**config.mk**
```make
export PLATFORM = sky130hd
export DESIGN_NAME = fetch_mem_unit_flat
export DESIGN_NICKNAME = d
export VERILOG_FILES = /design/src/rtl/fetch_mem_if.sv /design/src/rtl/fetch_mem_unit.sv /design/src/flat_wrapper.sv
export SDC_FILE = /design/constraint.sdc
export NUM_CORES = 1
export LEC_CHECK = 0
export CAP_MARGIN = 5
export CORE_UTILIZATION = 40
export CTS_CLUSTER_DIAMETER = 50
export CTS_CLUSTER_SIZE = 16
export DETAILED_ROUTE_END_ITERATION = 10
export GPL_ROUTABILITY_DRIVEN = 0
export HOLD_SLACK_MARGIN = 0.1
export MAX_ROUTING_LAYER = met4
export PLACE_DENSITY = 0.88
export SYNTH_ARGS = -nofsm -noshare
export SYNTH_HDL_FRONTEND = slang
export SYNTH_SLANG_ARGS = --single-unit
```
**constraint.sdc**
```tcl
create_clock -name clk -period 1.8 [get_ports clk]
set_clock_uncertainty 0.1 [all_clocks]
set_input_delay 0.18 -clock clk [delete_from_list [all_inputs] [get_ports clk]]
set_output_delay 0.18 -clock clk [all_outputs]
set_load 0.1 [all_outputs]
```
**src/rtl/fetch_mem_if.sv**
```systemverilog
// Memory-side handshake bundle for fetch_mem_unit.
// master: the fetch/memory unit issuing requests.
// slave: the memory answering with ack and read data.
interface fetch_mem_if;
  logic        mem_req;
  logic        mem_we;
  logic [8:0]  mem_addr;
  logic [15:0] mem_wdata;
  logic        mem_ack;
  logic [15:0] read_data;

  modport master (
    output mem_req,
    output mem_we,
    output mem_addr,
    output mem_wdata,
    input  mem_ack,
    input  read_data
  );

  modport slave (
    input  mem_req,
    input  mem_we,
    input  mem_addr,
    input  mem_wdata,
    output mem_ack,
    output read_data
  );
endinterface

```
**src/rtl/fetch_mem_unit.sv**
```systemverilog
// fetch_mem_unit: program counter, data-address register, instruction
// register with combinational decode, and a three-state memory handshake
// FSM (IDLE -> WAIT -> DONE).
// Optional feature: define FETCH_INSTR_COUNT_EN to get a 16-bit counter of
// load_ir events on instr_count; otherwise instr_count is tied to zero.
module fetch_mem_unit (
  input  logic        clk,
  input  logic        reset,
  input  logic        load_pc,
  input  logic        reset_pc,
  input  logic        addr_sel,
  input  logic        load_ir,
  input  logic        load_addr,
  input  logic [1:0]  mem_cmd,
  input  logic [2:0]  nsel,
  input  logic [15:0] datapath_out,
  output logic [8:0]  PC,
  fetch_mem_if.master mem,
  output logic        mem_done,
  output logic [15:0] mdata,
  output logic [15:0] ir,
  output logic [2:0]  opcode,
  output logic [1:0]  op,
  output logic [2:0]  readnum,
  output logic [2:0]  writenum,
  output logic [1:0]  shift,
  output logic [15:0] sximm5,
  output logic [15:0] sximm8,
  output logic [15:0] instr_count
);

  typedef enum logic [1:0] {
    S_IDLE = 2'd0,
    S_WAIT = 2'd1,
    S_DONE = 2'd2
  } state_t;

  state_t      r_state;
  state_t      w_next_state;
  logic        w_accept;
  logic        w_complete;

  logic [8:0]  r_pc;
  logic [8:0]  r_da;
  logic [15:0] r_ir;
  logic [15:0] r_mdata;
  logic        r_mem_req;
  logic        r_mem_we;
  logic [8:0]  r_mem_addr;
  logic [15:0] r_mem_wdata;
  logic        r_mem_done;
  logic [8:0]  w_sel_addr;
  logic [2:0]  w_regnum;

  // Program counter: clear or increment on load_pc (9-bit wrap is natural)
  always_ff @(posedge clk) begin
    if (reset) begin
      r_pc <= '0;
    end else if (load_pc) begin
      r_pc <= reset_pc ? '0 : r_pc + 9'd1;
    end
  end

  // Data-address register fed from the datapath
  always_ff @(posedge clk) begin
    if (reset) begin
      r_da <= '0;
    end else if (load_addr) begin
      r_da <= datapath_out[8:0];
    end
  end

  // Instruction register captures the last word read from memory
  always_ff @(posedge clk) begin
    if (reset) begin
      r_ir <= '0;
    end else if (load_ir) begin
      r_ir <= r_mdata;
    end
  end

  // Address mux: instruction fetch uses PC, data access uses DA
  always_comb begin
    w_sel_addr = addr_sel ? r_pc : r_da;
  end

  // FSM state register
  always_ff @(posedge clk) begin
    if (reset) begin
      r_state <= S_IDLE;
    end else begin
      r_state <= w_next_state;
    end
  end

  // FSM next-state: only legal read/write commands are taken, only in IDLE
  always_comb begin
    w_next_state = r_state;
    w_accept     = 1'b0;
    w_complete   = 1'b0;
    case (r_state)
      S_IDLE: begin
        if (mem_cmd == 2'b01 || mem_cmd == 2'b11) begin
          w_accept     = 1'b1;
          w_next_state = S_WAIT;
        end
      end
      S_WAIT: begin
        if (mem.mem_ack) begin
          w_complete   = 1'b1;
          w_next_state = S_DONE;
        end
      end
      S_DONE: begin
        w_next_state = S_IDLE;
      end
      default: begin
        w_next_state = S_IDLE;
      end
    endcase
  end

  // Registered memory-side outputs; request fields freeze once accepted
  always_ff @(posedge clk) begin
    if (reset) begin
      r_mem_req   <= 1'b0;
      r_mem_we    <= 1'b0;
      r_mem_addr  <= '0;
      r_mem_wdata <= '0;
      r_mem_done  <= 1'b0;
    end else begin
      r_mem_done <= w_complete;
      if (w_accept) begin
        r_mem_req   <= 1'b1;
        r_mem_we    <= mem_cmd[1];
        r_mem_addr  <= w_sel_addr;
        r_mem_wdata <= datapath_out;
      end else if (w_complete) begin
        r_mem_req   <= 1'b0;
      end
    end
  end

  // Read data is captured on the same edge the ack is seen; writes leave it
  always_ff @(posedge clk) begin
    if (reset) begin
      r_mdata <= '0;
    end else if (w_complete && !r_mem_we) begin
      r_mdata <= mem.read_data;
    end
  end

  // Register-number select from one-hot nsel; illegal codes give zero
  always_comb begin
    w_regnum = 3'b000;
    case (nsel)
      3'b100:  w_regnum = r_ir[10:8];
      3'b010:  w_regnum = r_ir[7:5];
      3'b001:  w_regnum = r_ir[2:0];
      default: w_regnum = 3'b000;
    endcase
  end

`ifdef FETCH_INSTR_COUNT_EN
  logic [15:0] r_instr_count;

  // Count instruction loads, wrapping at 16 bits
  always_ff @(posedge clk) begin
    if (reset) begin
      r_instr_count <= '0;
    end else if (load_ir) begin
      r_instr_count <= r_instr_count + 16'd1;
    end
  end

  assign instr_count = r_instr_count;
`else
  assign instr_count = '0;
`endif

  assign PC            = r_pc;
  assign mdata         = r_mdata;
  assign ir            = r_ir;
  assign opcode        = r_ir[15:13];
  assign op            = r_ir[12:11];
  assign shift         = r_ir[4:3];
  assign sximm8        = {{8{r_ir[7]}}, r_ir[7:0]};
  assign sximm5        = {{11{r_ir[4]}}, r_ir[4:0]};
  assign readnum       = w_regnum;
  assign writenum      = w_regnum;
  assign mem_done      = r_mem_done;
  assign mem.mem_req   = r_mem_req;
  assign mem.mem_we    = r_mem_we;
  assign mem.mem_addr  = r_mem_addr;
  assign mem.mem_wdata = r_mem_wdata;

endmodule

```
**src/flat_wrapper.sv**
```systemverilog
// flat-port wrapper written by rule: the top's interface ports become plain ports
module fetch_mem_unit_flat 
  (clk, reset, load_pc, reset_pc, addr_sel, load_ir, load_addr, mem_cmd, nsel, datapath_out, PC, mem_done, mdata, ir, opcode, op, readnum, writenum, shift, sximm5, sximm8, instr_count, mem_mem_req, mem_mem_we, mem_mem_addr, mem_mem_wdata, mem_mem_ack, mem_read_data);
  fetch_mem_if mem_i ();
  input  logic clk;
  input  logic reset;
  input  logic load_pc;
  input  logic reset_pc;
  input  logic addr_sel;
  input  logic load_ir;
  input  logic load_addr;
  input  logic [1:0] mem_cmd;
  input  logic [2:0] nsel;
  input  logic [15:0] datapath_out;
  output logic [8:0] PC;
  output logic mem_done;
  output logic [15:0] mdata;
  output logic [15:0] ir;
  output logic [2:0] opcode;
  output logic [1:0] op;
  output logic [2:0] readnum;
  output logic [2:0] writenum;
  output logic [1:0] shift;
  output logic [15:0] sximm5;
  output logic [15:0] sximm8;
  output logic [15:0] instr_count;
  output wire logic [$bits(mem_i.mem_req)-1:0] mem_mem_req;
  output wire logic [$bits(mem_i.mem_we)-1:0] mem_mem_we;
  output wire logic [$bits(mem_i.mem_addr)-1:0] mem_mem_addr;
  output wire logic [$bits(mem_i.mem_wdata)-1:0] mem_mem_wdata;
  input wire logic [$bits(mem_i.mem_ack)-1:0] mem_mem_ack;
  input wire logic [$bits(mem_i.read_data)-1:0] mem_read_data;
  assign mem_mem_req = mem_i.mem_req;
  assign mem_mem_we = mem_i.mem_we;
  assign mem_mem_addr = mem_i.mem_addr;
  assign mem_mem_wdata = mem_i.mem_wdata;
  assign mem_i.mem_ack = mem_mem_ack;
  assign mem_i.read_data = mem_read_data;
  fetch_mem_unit u_core (.clk(clk), .reset(reset), .load_pc(load_pc), .reset_pc(reset_pc), .addr_sel(addr_sel), .load_ir(load_ir), .load_addr(load_addr), .mem_cmd(mem_cmd), .nsel(nsel), .datapath_out(datapath_out), .PC(PC), .mem(mem_i), .mem_done(mem_done), .mdata(mdata), .ir(ir), .opcode(opcode), .op(op), .readnum(readnum), .writenum(writenum), .shift(shift), .sximm5(sximm5), .sximm8(sximm8), .instr_count(instr_count));
endmodule
```
== Word level (Yosys, flattened, before mapping) ==
Index checks and enable logic that the tools add are counted.
Word-level totals
  input port bits: 45
  output and inout port bits: 130
  logic and storage cells: 37
  bits in registers: 80
Operators by class
  muxes and demuxes: 12
  $add $sub $neg: 1
  reductions and logical operators: 6
  eq/ne operators: 8
Operators by type and width (count)
  two-way mux 9 bit: 2
  adder 9 x 1 -> 9 bit (second input constant): 1
  case mux 3 bit (3 select lines): 1
  two-way mux 1 bit: 6
  equality test 2 x 1 -> 1 bit (second input constant): 2
  two-way mux 2 bit: 2
  case mux 2 bit (2 select lines): 1
  equality test 3 x 1 -> 1 bit (second input constant): 1
  equality test 3 x 2 -> 1 bit (second input constant): 1
  equality test 3 bit (second input constant): 1
  equality test 2 bit (second input constant): 1
  logical NOT 2 bit: 1
  inequality test 2 x 1 -> 1 bit (second input constant): 1
  inequality test 2 bit (second input constant): 1
  AND reduction 2 bit: 1
  nonzero test 2 bit: 1
  logical AND 1 bit: 1
  logical NOT 1 bit: 1
  logical OR 1 bit: 1

== Depth between registers and ports, before layout ==
Gate-level depths: netlist of run 1.
  depth after elaboration: 5
  mapped depth: 6
  gate-level depth less buffers: 4

== Worst setup path after synthesis of run 1 ==
No wires, ideal clock.
  path type: register to output
  start: register u_core.r_ir[0] (netlist: u_core.ir[0])
  end: output writenum[0]
  cell stages (with the launch flop): 4
  data required time: 1.520 ns
  path slack: -2.438 ns
  buffers on the path: 1
  arrival: 3.958 ns
  cells stage by stage: dfxtp_1 > a22oi_1 > o21ai_0 > buf_4
On the way
  word-level cells in the longest chain between the ends: 1
Ends and longest elaborated chain
  from (decl): line fetch_mem_unit.sv:45  | logic [15:0] r_ir;
  from (signal assigned): line fetch_mem_unit.sv:78  | r_ir <= r_mdata;
  case mux 3 bit (3 select lines): line fetch_mem_unit.sv:156  | case (nsel)
  to (decl): line flat_wrapper.sv:22  | output logic [2:0] writenum;
No other way between the ends.

== Worst setup path after layout of run 1 ==
  start: input nsel[1]
  end: output writenum[0]
On the way
  word-level cells in the longest chain between the ends: 2
  elaborated cells between the ends (all ways): 4
  classes of those cells: eq/ne: 3; mux: 1
Ends and longest elaborated chain
  from (decl): line flat_wrapper.sv:13  | input logic [2:0] nsel;
  equality test 3 x 1 -> 1 bit, or another cell as far along: line fetch_mem_unit.sv:156
  case mux 3 bit (3 select lines) (*): line fetch_mem_unit.sv:156
Every way passes the cells marked *; elsewhere a longest branch is shown, timed or not.

==> run summary, run 1 <==
Core Box Area -> 8380 um2
Cells after Synth -> 397
Yosys warns -> 0
Area grow syn2layout -> 60.6%
CTS buffer count -> 9
Chip width -> 96.0 um
Max Clk Rate -> 605 MHz
Die Area -> 9220 um2
Congestion Overflow GR -> 0
Status -> completed
CTS tree -> yes
Post-CTS setup buffer count -> 0
FF/Latch Area -> 1640 um2
Nets -> 559
Yosys cell types -> 33
Initial DRC Count -> 81
CP max FO -> 3
RSZ-0062 raised after global routing -> false
Sequential area share after synthesis -> 45.3%
Fillers -> 631
Drt total wl -> 9600 um
Port buffer count -> 158
Total track usage -> 21.1%
Multi-input gate area -> 1460 um2
Number of synthesized register bits -> 80
Worst setup EP type -> primary output
Hold path start -> datapath_out[12]
Mapped cell area -> 3530 um2
Row count -> 33
Initial antenna violation count -> 0
Power Dens Cells -> 773 nW/um2
Vias/cell -> 4.94
RR Startpoint -> u_core.PC[1]
Clock tree buffer depth -> 2
Wire per inst -> 15.4 um
Worst-Skew Late Latency -> 0.35 ns
Primary FF master, synth -> dfxtp_1
DRC Markers -> 0
Antenna viol nets, final -> 0
EDFF count, synth -> 0
Share of cells above drive strength 1 -> 33.6%
Slew Limit Fails -> 0
First-pass GRT wire length -> 14200 um
Crit path required time -> 1.52 ns
Die height -> 96.0 um
Final Hold Viols -> 0
Critical path origin -> nsel[1]
CTS sink count -> 80
Synth Area per Inst -> 8.90 um2
Boundary Pins -> 175
Reg clk slew, reported paths -> 0.08 ns
VDD IR max -> 0.561 mV
Vias in the first global route -> 2914
Final period util -> 91.8%
Ant diodes -> 0
Overall power -> 4.39 mW
Setup CP Type -> input pin to primary output
Worst hold path type -> input pin to register
LEAKAGE -> 2.36 nW
CTS Root Cell -> clkbuf_8
Final min period -> 1.65 ns
DP HPWL -> 7410 um
Htree depth -> 3
Worst Setup Start Kind -> input pin
1st-pass router iterations -> 4
Crit path DAT -> 1.37 ns
Async SR Flop Fraction -> 0%
Fin util -> 67.7%
Via count -> 3075
Starting Density -> 42.2%
Maxcap violations -> 0
Largest net degree at the start of global routing -> 46
Final setup violation count -> 0
## worst paths after layout
check                           slack, ns                  endpoint  depth (start not counted)
worst max register to register       0.31              u_core.PC[6]                          4
worst min register to register       0.36  u_core.mem.mem_wdata[12]                          2
worst max-delay path                 0.15               writenum[0]                          5
worst min-delay path                 0.28  u_core.mem.mem_wdata[12]                          3
## flip-flops by register name (all words and copies together) (netlist names)
register and cells:
u_core.ir 16, u_core.mdata 16, u_core.mem.mem_wdata 16, u_core.PC 9, u_core.mem.mem_addr 9, u_core.r_da 9, u_core.r_state 2, u_core.mem.mem_req 1
u_core.mem.mem_we 1, u_core.mem_done 1
## power breakdown
| group | internal [mW] | switching [mW] |
|---|---|---|
| Combinational | 0.377 | 0.942 |
| Clock | 0.537 | 0.615 |
| Sequential | 1.84 | 0.0724 |
## what timing repair did
item / CTS / global route
hold buffers: 1 / 0
hold endpoints to repair: 1 / 0
pin swaps: 2 / 1
resized for setup: 5 / 1
setup endpoints to repair: 6 / 2
## area by class of cell
cell class                 count  area share, %
tap                          105           2.31
timing repair buffer         173           40.2
clock buffer                  13           2.62
inverter                       1         0.0661
sequential                    80           28.9
clock inverter                 3          0.286
multi-input combinational    248           25.6
## critical path, stage by stage
cell and delay (ns):
clkdlybuf4s50_1 0.48, nor3b_2 0.25, nand2_1 0.14, o21ai_4 0.11
buf_12 0.21
## per-layer routing
layer,track usage (%),up-vias,share of wire (%)
met5,-,-,0
met4,8.58,0,1.7
met3,6.00,19,8.5
met2,38.4,141,53
met1,20.9,1446,37
li1,-,1469,-
## kinds of logic (layout without fill, tap and decap cells)
family,count (synthesis),after routing,share of synthesized area [%]
other cells,1,16,0.106
flops,80,80,45.3
mux,36,36,10.2
simple gates,131,131,16.2
fa+ha+maj,1,1,0.354
compound gates,60,60,10.1
xor+xnor,4,4,0.991
buf+inv,84,190,16.8
## synthesized netlist by cell type (all sizes together), types with 2 or more instances
master	n	area, um2
or3	4	25.0
nor2	39	146
mux2i	36	360
xor2	3	26.3
nand3	2	10.0
buf	73	549
clkbuf	10	40.0
nor4b	2	17.5
a211oi	9	87.6
nand2	71	267
nor3b	2	26.3
nand4	4	25.0
a22oi	3	22.5
o21ai	8	40.0
dfxtp	80	1600
a21oi	38	190
nor2b	3	18.8
## cell usage in the layout, fill, tap and decap left out, drive strengths merged
master	netlist	final
and4bb	1	1
xnor2	1	1
a21o	1	1
dlygate4sd3	0	1
nor4b	2	2
clkdlybuf4s50	0	41
dlymetal6s2s	0	1
ha	1	1
or3b	1	1
nor2b	3	3
xor2	3	3
a21oi	38	38
o21bai	1	1
nor2	39	39
nand4bb	1	1
nor3b	2	2
nand4	4	4
dlygate4sd2	0	1
or3	4	4
conb	1	16
nand3	2	2
nor3	1	1
inv	1	2
o21ai	8	8
dfxtp	80	80
a22oi	3	3
clkbuf	10	13
buf	73	129
clkinv	0	2
nand2	71	71
a211oi	9	9
mux2i	36	36
## through the flow
step	cells	cell area, um2	hold slack [ns]	setup TNS (ns)	setup slack (ns)
2_1_floorplan	412	3700	0.208	-0.231	-0.133
3_3_place_gp	606	5490	0.346	-0.0534	-0.0268
3_5_place_dp	606	5490	0.355	-0.514	-0.113
4_1_cts	623	5680	0.269	0	0.00191
5_1_grt	623	5680	0.276	0	0.0651
6_report	623	5680	0.276	0	0.147
(Power assumes the default switching activity.)
==> run 2: changes to the inputs <==
--- a/config.mk
+++ b/config.mk
@@ -6,14 +6,16 @@
 export NUM_CORES = 1
 export LEC_CHECK = 0
 export CAP_MARGIN = 5
-export CORE_UTILIZATION = 40
+export CELL_PAD_IN_SITES_DETAIL_PLACEMENT = 1
+export CELL_PAD_IN_SITES_GLOBAL_PLACEMENT = 2
+export CORE_UTILIZATION = 22
 export CTS_CLUSTER_DIAMETER = 50
 export CTS_CLUSTER_SIZE = 16
 export DETAILED_ROUTE_END_ITERATION = 10
 export GPL_ROUTABILITY_DRIVEN = 0
 export HOLD_SLACK_MARGIN = 0.1
 export MAX_ROUTING_LAYER = met4
-export PLACE_DENSITY = 0.88
+export PLACE_DENSITY = 0.87
 export SYNTH_ARGS = -nofsm -noshare
 export SYNTH_HDL_FRONTEND = slang
 export SYNTH_SLANG_ARGS = --single-unit
==> run 2 against run 1 <==
  * Combinational power is essentially flat
  * Setup slack gained 0.035 ns
  * Hold slack gained 0.018 ns
  * Largest cell class unchanged
  * Die area grew 80%
  * Wire length grew 10%
==> run summary, run 2 (synthesized netlist as in run 1, its figures left out) <==
LEAKAGE -> 2.40 nW (was 2.36 nW)
Drt total wl -> 10600 um (was 9600 um)
Initial DRC Count -> 129 (was 81)
CTS tree -> yes (unchanged)
Via count -> 3074 (was 3075)
Worst setup EP type -> primary output (unchanged)
TNS Setup -> 0 ns (unchanged)
Core Box Area -> 15400 um2 (was 8380 um2)
GR Util met2 -> 22.9% (was 38.4%)
Final setup violation count -> 0 (unchanged)
Final hold slack -> 0.294 ns (was 0.276 ns)
Starting Density -> 22.9% (was 42.2%)
R2r worst-path depth -> 3 (was 4)
VDD IR max -> 0.412 mV (was 0.561 mV)
Setup Slack @ Placement -> -0.0935 ns (was -0.113 ns)
CTS Root Cell -> clkbuf_16 (was clkbuf_8)
GRT met1 Usage -> 14.4% (was 20.9%)
CP max FO -> 5 (was 3)
Worst-Skew Late Latency -> 0.33 ns (was 0.35 ns)
Final min period -> 1.62 ns (was 1.65 ns)
Largest net degree at the start of global routing -> 36 (was 46)
CTS buffer count -> 9 (unchanged)
Fin util -> 38.4% (was 67.7%)
Ant diodes -> 0 (unchanged)
Die height -> 129 um (was 96.0 um)
Final Non-Filler Cells -> 729 (was 623)
Fillers -> 1728 (was 631)
Worst Setup Start Kind -> register (was input pin)
Vias/cell -> 4.22 (was 4.94)
Hold endpoint -> u_core.mdata[7] (was u_core.mem.mem_wdata[12])
Share of cells above drive strength 1 -> 34.0% (was 33.6%)
RSZ-0062 raised after global routing -> false (unchanged)
Multi-input gate area -> 1460 um2 (unchanged)
First-pass GRT wire length -> 16500 um (was 14200 um)
1st-pass router iterations -> 4 (unchanged)
DP HPWL -> 8160 um (was 7410 um)
Setup slack, reg-to-reg -> 0.28 ns (was 0.31 ns)
Placement Cell Area -> 5610 um2 (was 5490 um2)
Commonest non-fill, non-tap cells in the layout -> nand2_1 (71), buf_12 (69), dfxtp_1 (62) (was nand2_1 (71), buf_12 (70), dfxtp_1 (62))
Status -> completed (unchanged)
Post-CTS setup buffer count -> 0 (unchanged)
Placed cell count -> 712 (was 606)
WHS Path Cells -> 3 (unchanged)
Setup CP Type -> register to primary output (was input pin to primary output)
Overall power -> 5.01 mW (was 4.39 mW)
FF/Latch Area -> 1640 um2 (unchanged)
Hold path start -> mem_read_data[7] (was datapath_out[12])
Congestion Overflow GR -> 0 (unchanged)
Antenna viol nets, final -> 0 (unchanged)
Port buffer count -> 158 (unchanged)
Gr busiest metal -> met2 (unchanged)
Post-route worst setup slack -> 0.182 ns (was 0.147 ns)
Clock tree buffer depth -> 2 (unchanged)
Chip width -> 129 um (was 96.0 um)
Reg clk slew, reported paths -> 0.06 ns (was 0.08 ns)
Crit path required time -> 1.52 ns (about the same)
Slew Limit Fails -> 0 (unchanged)
Area grow syn2layout -> 67.4% (was 60.6%)
Maxcap violations -> 0 (unchanged)
Crit path DAT -> 1.34 ns (was 1.37 ns)
Post-route cell area -> 5920 um2 (was 5680 um2)
Worst r2r dst -> u_core.mdata[1] (was u_core.PC[6])
Worst hold path type -> input pin to register (unchanged)
Nets -> 559 (unchanged)
Die Area -> 16600 um2 (was 9220 um2)
Initial antenna violation count -> 0 (unchanged)
Final Hold Viols -> 0 (unchanged)
CTS sink count -> 80 (unchanged)
Final period util -> 89.9% (was 91.8%)
RR Startpoint -> u_core.r_state[0] (was u_core.PC[1])
Wire per inst -> 14.6 um (was 15.4 um)
Max Clk Rate -> 618 MHz (was 605 MHz)
Global-route track usage on met3 -> 3.99% (was 6.00%)
Boundary Pins -> 175 (unchanged)
Htree depth -> 3 (unchanged)
DRC Markers -> 0 (unchanged)
Commonest non-fill, non-tap cell in the layout -> nand2_1 (unchanged)
Vias in the first global route -> 3102 (was 2914)
Power Dens Cells -> 847 nW/um2 (was 773 nW/um2)
Row count -> 45 (was 33)
Total track usage -> 13.4% (was 21.1%)
[run 2: cell count changes in the layout (fill, tap and decap cells not counted), sizes merged]
cell,delta
dlygate4sd2,+1
clkinv,+2
bufinv,+1
clkbuf,-3
dlymetal6s2s,-1
[run 2: metal layers]
| layer | vias up | wire (um) |
|---|---|---|
| met3 | 15 | 834 |
| met2 | 125 | 5240 |
| met1 | 1457 | 4340 |
| met4 | 0 | 197 |
| met5 | - | 0 |
| li1 | 1477 | - |
[run 2: how the worst max path moves through the flow]
stage	startpoint	depth (start not counted)	endpoint
finish	u_core.ir[0]	3	readnum[0]
global route	u_core.ir[0]	3	readnum[0]
CTS	nsel[1]	5	readnum[0]
detailed placement	nsel[0]	6	writenum[1]
global placement	nsel[0]	6	readnum[1]
floorplan	u_core.ir[0]	3	writenum[0]
[run 2: critical path, stage by stage, from the launching register on]
cell and delay, ns:
dfxtp_4 0.42, a22oi_1 0.14, o21ai_4 0.24, buf_12 0.21
[run 2: repair_timing]
action / 4_1_cts / 5_1_grt
gates resized for setup: 5 / 1
pin swaps: 2 / 0
hold buffers: 1 / 0
endpoints found under the hold margin: 6 / 0
endpoints found under the setup margin: 6 / 6
[run 2: layout make-up]
class                      count  area share [%]
clock buffer                  10            3.87
clock inverter                 6           0.994
inverter                       1          0.0634
multi-input combinational    248            24.6
timing repair buffer         173            38.3
tap                          211            4.46
sequential                    80            27.7
[run 2: power by group]
part | leakage, nW | internal [mW] | switching, mW | total, mW
Combinational | 1.59 | 0.370 | 0.948 | 1.32
Clock | 0.146 | 1.07 | 0.711 | 1.78
Sequential | 0.663 | 1.84 | 0.0710 | 1.92
